[src/rtl/cu_xbar_rf.sv]
// cu_xbar_rf: combined write crossbar, writeback stage and dual-read register file.
// One write per cycle is chosen from the bus-connect port or the FU result channels.
// It is staged in a writeback register and committed to the array one edge later.
// The optional macro CU_XB_BYPASS_EN adds read forwarding from the current write
// select and from the writeback stage. Without it, reads see array contents only.
module cu_xbar_rf #(
   parameter int DATA_WIDTH    = 16,
   parameter int ADDRESS_WIDTH = 4,
   parameter int NUM_FU        = 3
) (
   input  logic                         clk,
   input  logic                         reset,
   input  logic                         stall,
   input  logic [NUM_FU-1:0]            ps_xb_w_cuEn,
   input  logic                         ps_xb_w_bcEn,
   input  logic [ADDRESS_WIDTH-1:0]     ps_xb_wadd,
   input  logic [ADDRESS_WIDTH-1:0]     ps_xb_raddx,
   input  logic [ADDRESS_WIDTH-1:0]     ps_xb_raddy,
   input  logic [DATA_WIDTH-1:0]        bc_dt,
   input  logic [NUM_FU*DATA_WIDTH-1:0] fu_xb_dt,
   output logic [DATA_WIDTH-1:0]        xb_dtx,
   output logic [DATA_WIDTH-1:0]        xb_dty,
   output logic                         xb_ps_wcnf,
   output logic                         xb_ps_wbusy
);

   localparam int DEPTH = 2**ADDRESS_WIDTH;

   // Register-file array; deliberately not reset.
   logic [DATA_WIDTH-1:0]    rf_q [DEPTH];

   logic                     wb_vld_q, wb_vld_d;
   logic [ADDRESS_WIDTH-1:0] wb_add_q, wb_add_d;
   logic [DATA_WIDTH-1:0]    wb_dt_q,  wb_dt_d;
   logic [DATA_WIDTH-1:0]    dtx_q,    dtx_d;
   logic [DATA_WIDTH-1:0]    dty_q,    dty_d;
   logic                     wcnf_q,   wcnf_d;

   logic                     wsel_vld;
   logic [DATA_WIDTH-1:0]    wsel_dt;
   logic                     wsel_cnf;
   logic [NUM_FU:0]          wen_all;
   logic [DATA_WIDTH-1:0]    rd_x, rd_y;

   // Write source select: bus connect first, then lowest-index FU channel.
   always_comb begin
      wsel_vld = 1'b0;
      wsel_dt  = '0;
      if (ps_xb_w_bcEn) begin
         wsel_vld = 1'b1;
         wsel_dt  = bc_dt;
      end else begin
         for (int i = NUM_FU-1; i >= 0; i--) begin
            if (ps_xb_w_cuEn[i]) begin
               wsel_vld = 1'b1;
               wsel_dt  = fu_xb_dt[i*DATA_WIDTH +: DATA_WIDTH];
            end
         end
      end
   end

   // Conflict when more than one enable is set (clearing the lowest set bit leaves a bit).
   always_comb begin
      wen_all  = {ps_xb_w_cuEn, ps_xb_w_bcEn};
      wsel_cnf = |(wen_all & (wen_all - 1'b1));
   end

   // Read data for both ports, forwarding the newest pending value when enabled.
   always_comb begin
`ifdef CU_XB_BYPASS_EN
      if (wsel_vld && (ps_xb_wadd == ps_xb_raddx))     rd_x = wsel_dt;
      else if (wb_vld_q && (wb_add_q == ps_xb_raddx))  rd_x = wb_dt_q;
      else                                             rd_x = rf_q[ps_xb_raddx];
      if (wsel_vld && (ps_xb_wadd == ps_xb_raddy))     rd_y = wsel_dt;
      else if (wb_vld_q && (wb_add_q == ps_xb_raddy))  rd_y = wb_dt_q;
      else                                             rd_y = rf_q[ps_xb_raddy];
`else
      rd_x = rf_q[ps_xb_raddx];
      rd_y = rf_q[ps_xb_raddy];
`endif
   end

   // Next state: everything holds while stalled; otherwise load write, flag and operands.
   always_comb begin
      wb_vld_d = wb_vld_q;
      wb_add_d = wb_add_q;
      wb_dt_d  = wb_dt_q;
      wcnf_d   = wcnf_q;
      dtx_d    = dtx_q;
      dty_d    = dty_q;
      if (!stall) begin
         wb_vld_d = wsel_vld;
         if (wsel_vld) begin
            wb_add_d = ps_xb_wadd;
            wb_dt_d  = wsel_dt;
         end
         wcnf_d = wsel_cnf;
         dtx_d  = rd_x;
         dty_d  = rd_y;
      end
   end

   // Pipeline registers; reset drops any pending writeback entry.
   always_ff @(posedge clk or negedge reset) begin
      if (!reset) begin
         wb_vld_q <= 1'b0;
         wb_add_q <= '0;
         wb_dt_q  <= '0;
         wcnf_q   <= 1'b0;
         dtx_q    <= '0;
         dty_q    <= '0;
      end else begin
         wb_vld_q <= wb_vld_d;
         wb_add_q <= wb_add_d;
         wb_dt_q  <= wb_dt_d;
         wcnf_q   <= wcnf_d;
         dtx_q    <= dtx_d;
         dty_q    <= dty_d;
      end
   end

   // Commit the writeback entry to the array on the first unstalled edge after loading.
   always_ff @(posedge clk) begin
      if (!stall && wb_vld_q) rf_q[wb_add_q] <= wb_dt_q;
   end

   assign xb_dtx      = dtx_q;
   assign xb_dty      = dty_q;
   assign xb_ps_wcnf  = wcnf_q;
   assign xb_ps_wbusy = wb_vld_q;

endmodule

[config.mk]
export PLATFORM = sky130hd
export DESIGN_NAME = cu_xbar_rf
export DESIGN_NICKNAME = d
export VERILOG_FILES = /design/src/rtl/cu_xbar_rf.sv
export SDC_FILE = /design/constraint.sdc
export NUM_CORES = 1
export LEC_CHECK = 0
export CORE_MARGIN = 2
export CORE_UTILIZATION = 40
export CTS_BUF_LIST = sky130_fd_sc_hd__clkbuf_8 sky130_fd_sc_hd__clkbuf_16
export DETAILED_ROUTE_END_ITERATION = 7
export GPL_TIMING_DRIVEN = 0
export PLACE_DENSITY = 0.68
export SYNTH_ARGS = -nofsm -noshare
export SYNTH_HDL_FRONTEND = slang
export SYNTH_SLANG_ARGS = --single-unit
export TNS_END_PERCENT = 50
[constraint.sdc]
create_clock -name clk -period 5.5 [get_ports clk]
set_input_delay 1.1 -clock clk [delete_from_list [all_inputs] [get_ports clk]]
set_output_delay 1.1 -clock clk [all_outputs]
set_load 0.02 [all_outputs]
==> summary.md, run 1 <==
| Metric | Value |
|---|---|
| Status | `finished clean` |
| Maximum vdd drop | `0.000227 V` |
| Yosys reg bits | `310` |
| Startpoint Class | `input pin` |
| Clock network power share | `38.7%` |
| Setup Skew | `0.0155 ns` |
| Reg2Reg Setup Slack | `3.35 ns` |
| Most frequent cell after synthesis | `edfxtp_1` |
| CP Data Arrival Time | `3.89 ns` |
| Cell type with the largest total area after synthesis | `edfxtp_1` |
| Max frequency | `276 MHz` |
| Post-synthesis cell count | `775` |
| Initial antenna violation count | `0` |
| Hold Startpoint | `xb_ps_wcnf` |
| Commonest cells post-synth | `edfxtp_1 (256), mux4_2 (128), dfrtp_1 (54)` |
| Met3 usage | `5.78%` |
| CTS tree | `done` |
| Total grt overflow | `0` |
| RSZ-0062 raised after global routing | `no` |
| Core Box Area | `35400 sq um` |
| Critical Path End Type | `flop` |
| Combinational share of power | `11.3%` |
| Sw Ratio | `24.0%` |
| Share of post-route cells with drive strength above 1 | `27.6%` |
| Worst-path fanout max | `10` |
| Cell Area, Synth | `14300 sq um` |
| R2R depth | `4` |
| Register area | `9040 sq um` |
| Clock sink total | `310` |
| Yosys cell types | `36` |
| PwrDens | `324 nW/um^2` |
| FFs w/ async S/R, synth | `17.4%` |
| Routed length per instance | `30.3 microns` |
| Seq/Total Area, Yosys | `63.3%` |
| Yosys top cell area share | `53.8%` |
| Largest net degree at the start of global routing | `55` |
| Worst Tran Pin Value | `1.09 ns` |
| Clk root buf | `clkbuf_16` |
| Syn avg cell area | `18.4 sq um` |
| Crit path kind | `input pin to flop` |
| DP Area | `16300 sq um` |
| Worst hold path depth | `2` |
| Top_reg_cell synth | `edfxtp_1` |
| Post-synthesis net count | `858` |
| Detailed Route WL | `43000 microns` |
| Max-cap violations | `0` |
| Vias | `8810` |
| P_leak | `5.69 nW` |
| Rows | `69` |
| Setup ws final | `1.88 ns` |
| Worst Hold Slack | `0.516 ns` |
| Area grow syn2layout | `21.4%` |
| Flop pwr share | `49.9%` |
| Multi-input logic area | `4850 sq um` |
| DIE WIDTH | `193 microns` |
| Crit path time final | `3.62 ns` |
| Port buffer count | `107` |
| Worst hold path type | `flop to flop` |
| Reg-to-reg critical path startpoint | `xb_ps_wbusy` |
| Fin crit share | `65.8%` |
| Slew Viols, Final | `0` |
| CTS Buf Count | `31` |
| P_int | `4.27 mW` |
| Critical Path RT | `5.77 ns` |
| Die footprint | `37200 sq um` |
| Antenna Cells | `0` |
| End of the worst register-to-register path | `rf_q[11][0]` |
| Hold buffer count at CTS | `0` |
| Reg clk slew, reported paths | `0.06 ns` |
| Gpl congestion | `0.826` |
| Die Ht | `193 microns` |
| Hold EP | `xb_ps_wcnf` |
| Skew-Pair Late Insertion Delay | `0.58 ns` |
| Worst rel slew slack | `27.4%` |
| Filler cells | `2959` |
| Final ANT Viol Nets | `0` |
| Global routing's busiest layer | `met2` |
| Switching power of the nets | `1.35 mW` |
| I/O pin cnt | `117` |
| Pre-CTS setup slack | `1.44 ns` |
| Clock tree buffer depth | `3` |
| # H-tree levels | `1` |
| Iter 0 DRT Violations | `1119` |
| Vias/cell | `6.20` |
| Final instance area | `17300 sq um` |
| GRT Total Usage | `23.4%` |
| Post-DP HPWL | `29300 microns` |
| Fin nets | `1018` |
| Final Hold Fails | `0` |
| DR pass1 iterations | `5` |
| First-pass GRT wire length | `60900 microns` |
| Post-CTS sizing | `0` |
| Setup Viol. Count Final | `0` |
| DRC violations left | `0` |
| Initial Util | `40.3%` |
| Largest cells by area after synthesis | `edfxtp_1 (54%), mux4_2 (20%), dfrtp_1 (9.5%)` |
| Met2 usage | `39.2%` |
| GRT met1 Usage | `30.3%` |
| Setup Fix Bufs, Post-CTS | `0` |
| Post-synth EDFFs | `256` |
| Vias in the first global route | `8967` |
| Synth Warn # | `0` |
critical path, stage by stage:
cell	delay, ns
clkdlybuf4s50_1	0.67
inv_1	0.20
clkbuf_1	0.52
nand4b_1	0.40
nor2_2	0.73
buf_8	0.25
flip-flops by register name (all words and copies together), names as in the netlist:
signal	flops
rf_q	256
xb_dty	16
xb_dtx	16
wb_dt_q	16
xb_ps_wbusy	1
wb_add_q	4
xb_ps_wcnf	1
logic make-up after synthesis:
logic type      Yosys count  synth area share (%)
fa+ha+maj                 1                0.0701
flops                   310                  63.3
simple gates            114                  4.13
mux                     164                  22.8
compound gates          115                  6.61
buf+inv                  71                  3.06
stage by stage:
| step | power (mW) | util, % | TNS, ns | instances |
|---|---|---|---|---|
| floorplan | 3.16 | - | 0 | 775 |
| global placement | 3.46 | 45.0 | -12.86 | 1343 |
| detailed placement | 3.49 | 46.0 | 0 | 1363 |
| CTS | 5.63 | 49.0 | 0 | 1421 |
| global route | 5.77 | 49.0 | 0 | 1421 |
| finish | 5.62 | 49.0 | 0 | 1421 |
routing by layer:
layer	up-vias	part of all wire, %
li1	3617	-
met1	4507	37
met2	603	49
met3	83	11
met4	0	2.7
met5	-	0
cell usage in the layout (no fill, tap or decap), types with 19 or more instances in the layout:
master / count
a221oi_1: 28
clkbuf_16: 31
dfrtp_1: 54
o22ai_1: 32
mux2i_1: 32
edfxtp_1: 256
nor2_1: 32
clkbuf_1: 23
nand2_1: 19
clkdlybuf4s50_1: 106
mux4_2: 128
buf_6: 22
final cells by class:
class / instances / area share, %
flip-flops and latches: 310 / 52.2
inverters: 2 / 0.0433
well taps: 461 / 3.33
multi-input cells: 394 / 28.0
clock buffers: 36 / 4.87
plain buffers: 69 / 2.48
clock inverters: 22 / 1.21
repair buffers: 127 / 7.92
worst max-delay path by stage:
stage | to | cells past startpoint | startpoint | slack (ns)
finish | rf_q[7][0] | 6 | stall | 1.88
CTS | rf_q[6][4] | 6 | stall | 2.00
global route | rf_q[5][4] | 6 | stall | 1.87
floorplan | rf_q[4][0] | 4 | stall | 2.31
global placement | rf_q[4][13] | 5 | stall | -0.47
detailed placement | rf_q[6][10] | 6 | stall | 1.44
power by group through the flow:
stage | sequential, mW | combinational (mW) | clock (mW)
CTS | 2.80 | 0.637 | 2.19
floorplan | 2.84 | 0.323 | 0
global placement | 2.85 | 0.614 | 0
global route | 2.82 | 0.669 | 2.28
finish | 2.81 | 0.636 | 2.18
detailed placement | 2.85 | 0.634 | 0
Power figures use the tool's default switching activity.
==> run 2: changes to the inputs <==
- PLACE_DENSITY: 0.68 -> 0.7
- clock period: 5.5 -> 3.3 ns (I/O delays scaled with it)
==> summary.md, run 2 (synthesis results as in run 1) <==
| Metric | Value |
|---|---|
| Setup Viol. Count Final | `0 (unchanged)` |
| Pre-CTS setup slack | `-0.417 ns (-1.85 ns)` |
| Post-DP HPWL | `29300 microns (about the same)` |
| Largest net degree at the start of global routing | `55 (unchanged)` |
| Vias in the first global route | `9072 (+1.2%)` |
| Slew Viols, Final | `0 (unchanged)` |
| Crit path time final | `3.18 ns` |
| Post-Route Setup TNS | `0 ns (unchanged)` |
| Total grt overflow | `0 (unchanged)` |
| Die Ht | `193 microns (unchanged)` |
| Worst Hold Slack | `0.213 ns (-0.303 ns)` |
| Final Hold Fails | `0 (unchanged)` |
| Largest delay share family, worst path | `buffers and inverters` |
| GRT met1 Usage | `31.0% (+0.69 points)` |
| Global routing's busiest layer | `met2` |
| CTS tree | `done` |
| RSZ-0062 raised after global routing | `no` |
| Filler cells | `2907 (-1.8%)` |
| R2R depth | `4 (unchanged)` |
| Clk root buf | `clkbuf_16` |
| Worst Setup EP | `rf_q[6][7]` |
| Slowest cell on crit path | `nor2_2` |
| Die footprint | `37200 sq um (unchanged)` |
| Share of post-route cells with drive strength above 1 | `27.1% (-0.54 points)` |
| DR pass1 iterations | `7 (+2)` |
| Reg clk slew, reported paths | `0.06 ns (about the same)` |
| Initial antenna violation count | `0 (unchanged)` |
| Critical Path RT | `3.56 ns (-2.21 ns)` |
| Worst hold path type | `input pin to async pin` |
| Startpoint Class | `input pin` |
| Gpl congestion | `0.825 (about the same)` |
| Fin nets | `1017 (-0.098%)` |
| Reg-to-reg critical path startpoint | `xb_ps_wbusy` |
| Finished Layout Cells | `1418 (-0.21%)` |
| # H-tree levels | `1 (unchanged)` |
| Critical Path Max Stage Delay | `0.75 ns (+0.02 ns)` |
| Status | `finished clean` |
| Setup ws final | `0.121 ns (-1.76 ns)` |
| Most common cell after layout, fill and taps aside | `edfxtp_1` |
| Clock tree buffer depth | `3 (unchanged)` |
| Max-cap violations | `0 (unchanged)` |
| Worst rel slew slack | `29.9% (+2.5 points)` |
| CP startpoint | `stall` |
| Post-CTS sizing | `0 (unchanged)` |
| Rows | `69 (unchanged)` |
| Setup Fix Bufs, Post-CTS | `0 (unchanged)` |
| Reg2Reg Setup Slack | `1.13 ns (-2.22 ns)` |
| Met2 usage | `39.3% (+0.096 points)` |
| Critical Path End Type | `flop` |
| DRC violations left | `0 (unchanged)` |
| I/O pin cnt | `117 (unchanged)` |
| CTS Buf Count | `30 (-3.2%)` |
| Most frequent cells in the layout | `edfxtp_1 (256), mux4_2 (128), clkdlybuf4s50_1 (106), dfrtp_1 (54)` |
| Port buffer count | `107 (unchanged)` |
| Initial Util | `40.3% (unchanged)` |
| PwrDens | `539 nW/um^2 (+66%)` |
| Detailed Route WL | `42900 microns (-0.26%)` |
| End of the worst register-to-register path | `rf_q[9][9]` |
| CP Data Arrival Time | `3.44 ns (-0.45 ns)` |
| Max frequency | `315 MHz` |
| Area grow syn2layout | `21.1%` |
| Cells after DPL | `1363 (unchanged)` |
| Crit path kind | `input pin to flop` |
| Routed length per instance | `30.2 microns (about the same)` |
| GRT Total Usage | `23.3% (-0.12 points)` |
| Vias | `8898 (+1.0%)` |
| Worst-path fanout max | `10 (unchanged)` |
| Skew-Pair Late Insertion Delay | `0.57 ns (about the same)` |
| Final ANT Viol Nets | `0 (unchanged)` |
| WP depth | `6 (unchanged)` |
| CP Buf/Inv Count | `4 (unchanged)` |
| Met3 usage | `4.31% (-1.5 points)` |
| Antenna Cells | `0 (unchanged)` |
| Iter 0 DRT Violations | `1295 (+16%)` |
| First-pass GRT wire length | `60800 microns (-0.26%)` |
| Setup Skew | `0.0208 ns (+0.00534 ns)` |
| Crit path cell chain | `clkdlybuf4s50_1 > inv_1 > clkbuf_1 > nand4b_1 > nor2_2 > buf_8` |
| Vias/cell | `6.28 (+1.2%)` |
| P_leak | `5.70 nW (about the same)` |
| Worst Tran Pin Value | `1.05 ns (-0.0376 ns)` |
| Final core occ | `48.8% (-0.12 points)` |
| Fin crit share | `96.3%` |
| Maximum vdd drop | `0.000451 V (+99%)` |
| Number of flip-flops in the largest register | `256 (unchanged)` |
| Clock sink total | `310 (unchanged)` |
| Reg with most FFs | `rf_q` |
| DIE WIDTH | `193 microns (unchanged)` |
| Core Box Area | `35400 sq um (unchanged)` |
| Hold buffer count at CTS | `0 (unchanged)` |
## run 2: where the power goes
| group | internal [mW] | total [mW] | switching (mW) |
|---|---|---|---|
| Clock | 2.14 | 3.58 | 1.44 |
| Combinational | 0.517 | 1.06 | 0.543 |
| Sequential | 4.47 | 4.68 | 0.212 |
## run 2: how the worst min path moves through the flow
stage               start          end  slack [ns]  cells past startpoint
4_1_cts             reset   xb_dtx[13]        0.24                      1
5_1_grt             reset   xb_dtx[13]        0.26                      1
3_5_place_dp   xb_ps_wcnf   xb_ps_wcnf        0.52                      2
3_3_place_gp   xb_ps_wcnf   xb_ps_wcnf        0.48                      2
2_1_floorplan       reset  wb_add_q[0]        0.36                      0
6_report            reset   xb_dtx[13]        0.21                      1
## run 2: metal layers
layer | part of all wire [%] | wire [microns] | up-vias
met5 | 0 | 0 | -
met4 | 2.4 | 1030 | 0
met3 | 12 | 5280 | 76
met2 | 49 | 21100 | 676
met1 | 36 | 15500 | 4533
li1 | - | - | 3613
## run 2: final cells by class
class	instances	area (sq um)	share of cell area, %
Sequential cell	310	9040	52.3
Multi-Input combinational cell	394	4850	28.1
Timing Repair Buffer	127	1350	7.82
Clock buffer	34	817	4.73
Tap cell	461	577	3.34
Buffer	69	429	2.48
Clock inverter	21	215	1.24
Inverter	2	7.51	0.0434
## run 2: per-stage QoR
step	instance area (sq um)	power, mW
2_1_floorplan	14300	5.27
3_3_place_gp	15900	5.76
3_5_place_dp	16300	5.81
4_1_cts	17300	9.33
5_1_grt	17300	9.55
6_report	17300	9.32
## run 2: worst register-to-register path, cell delays in order, from the launching register on
cell	delay, ns
dfrtp_1	0.43
nor3b_1	0.27
nand2_1	0.21
nor2_2	0.70
buf_8	0.24
==> run 3: changes to the inputs <==
- SETUP_SLACK_MARGIN: not set -> 0.1
==> results of run 3 <==
Final layout, timing and power as in run 2 (identical DEF).
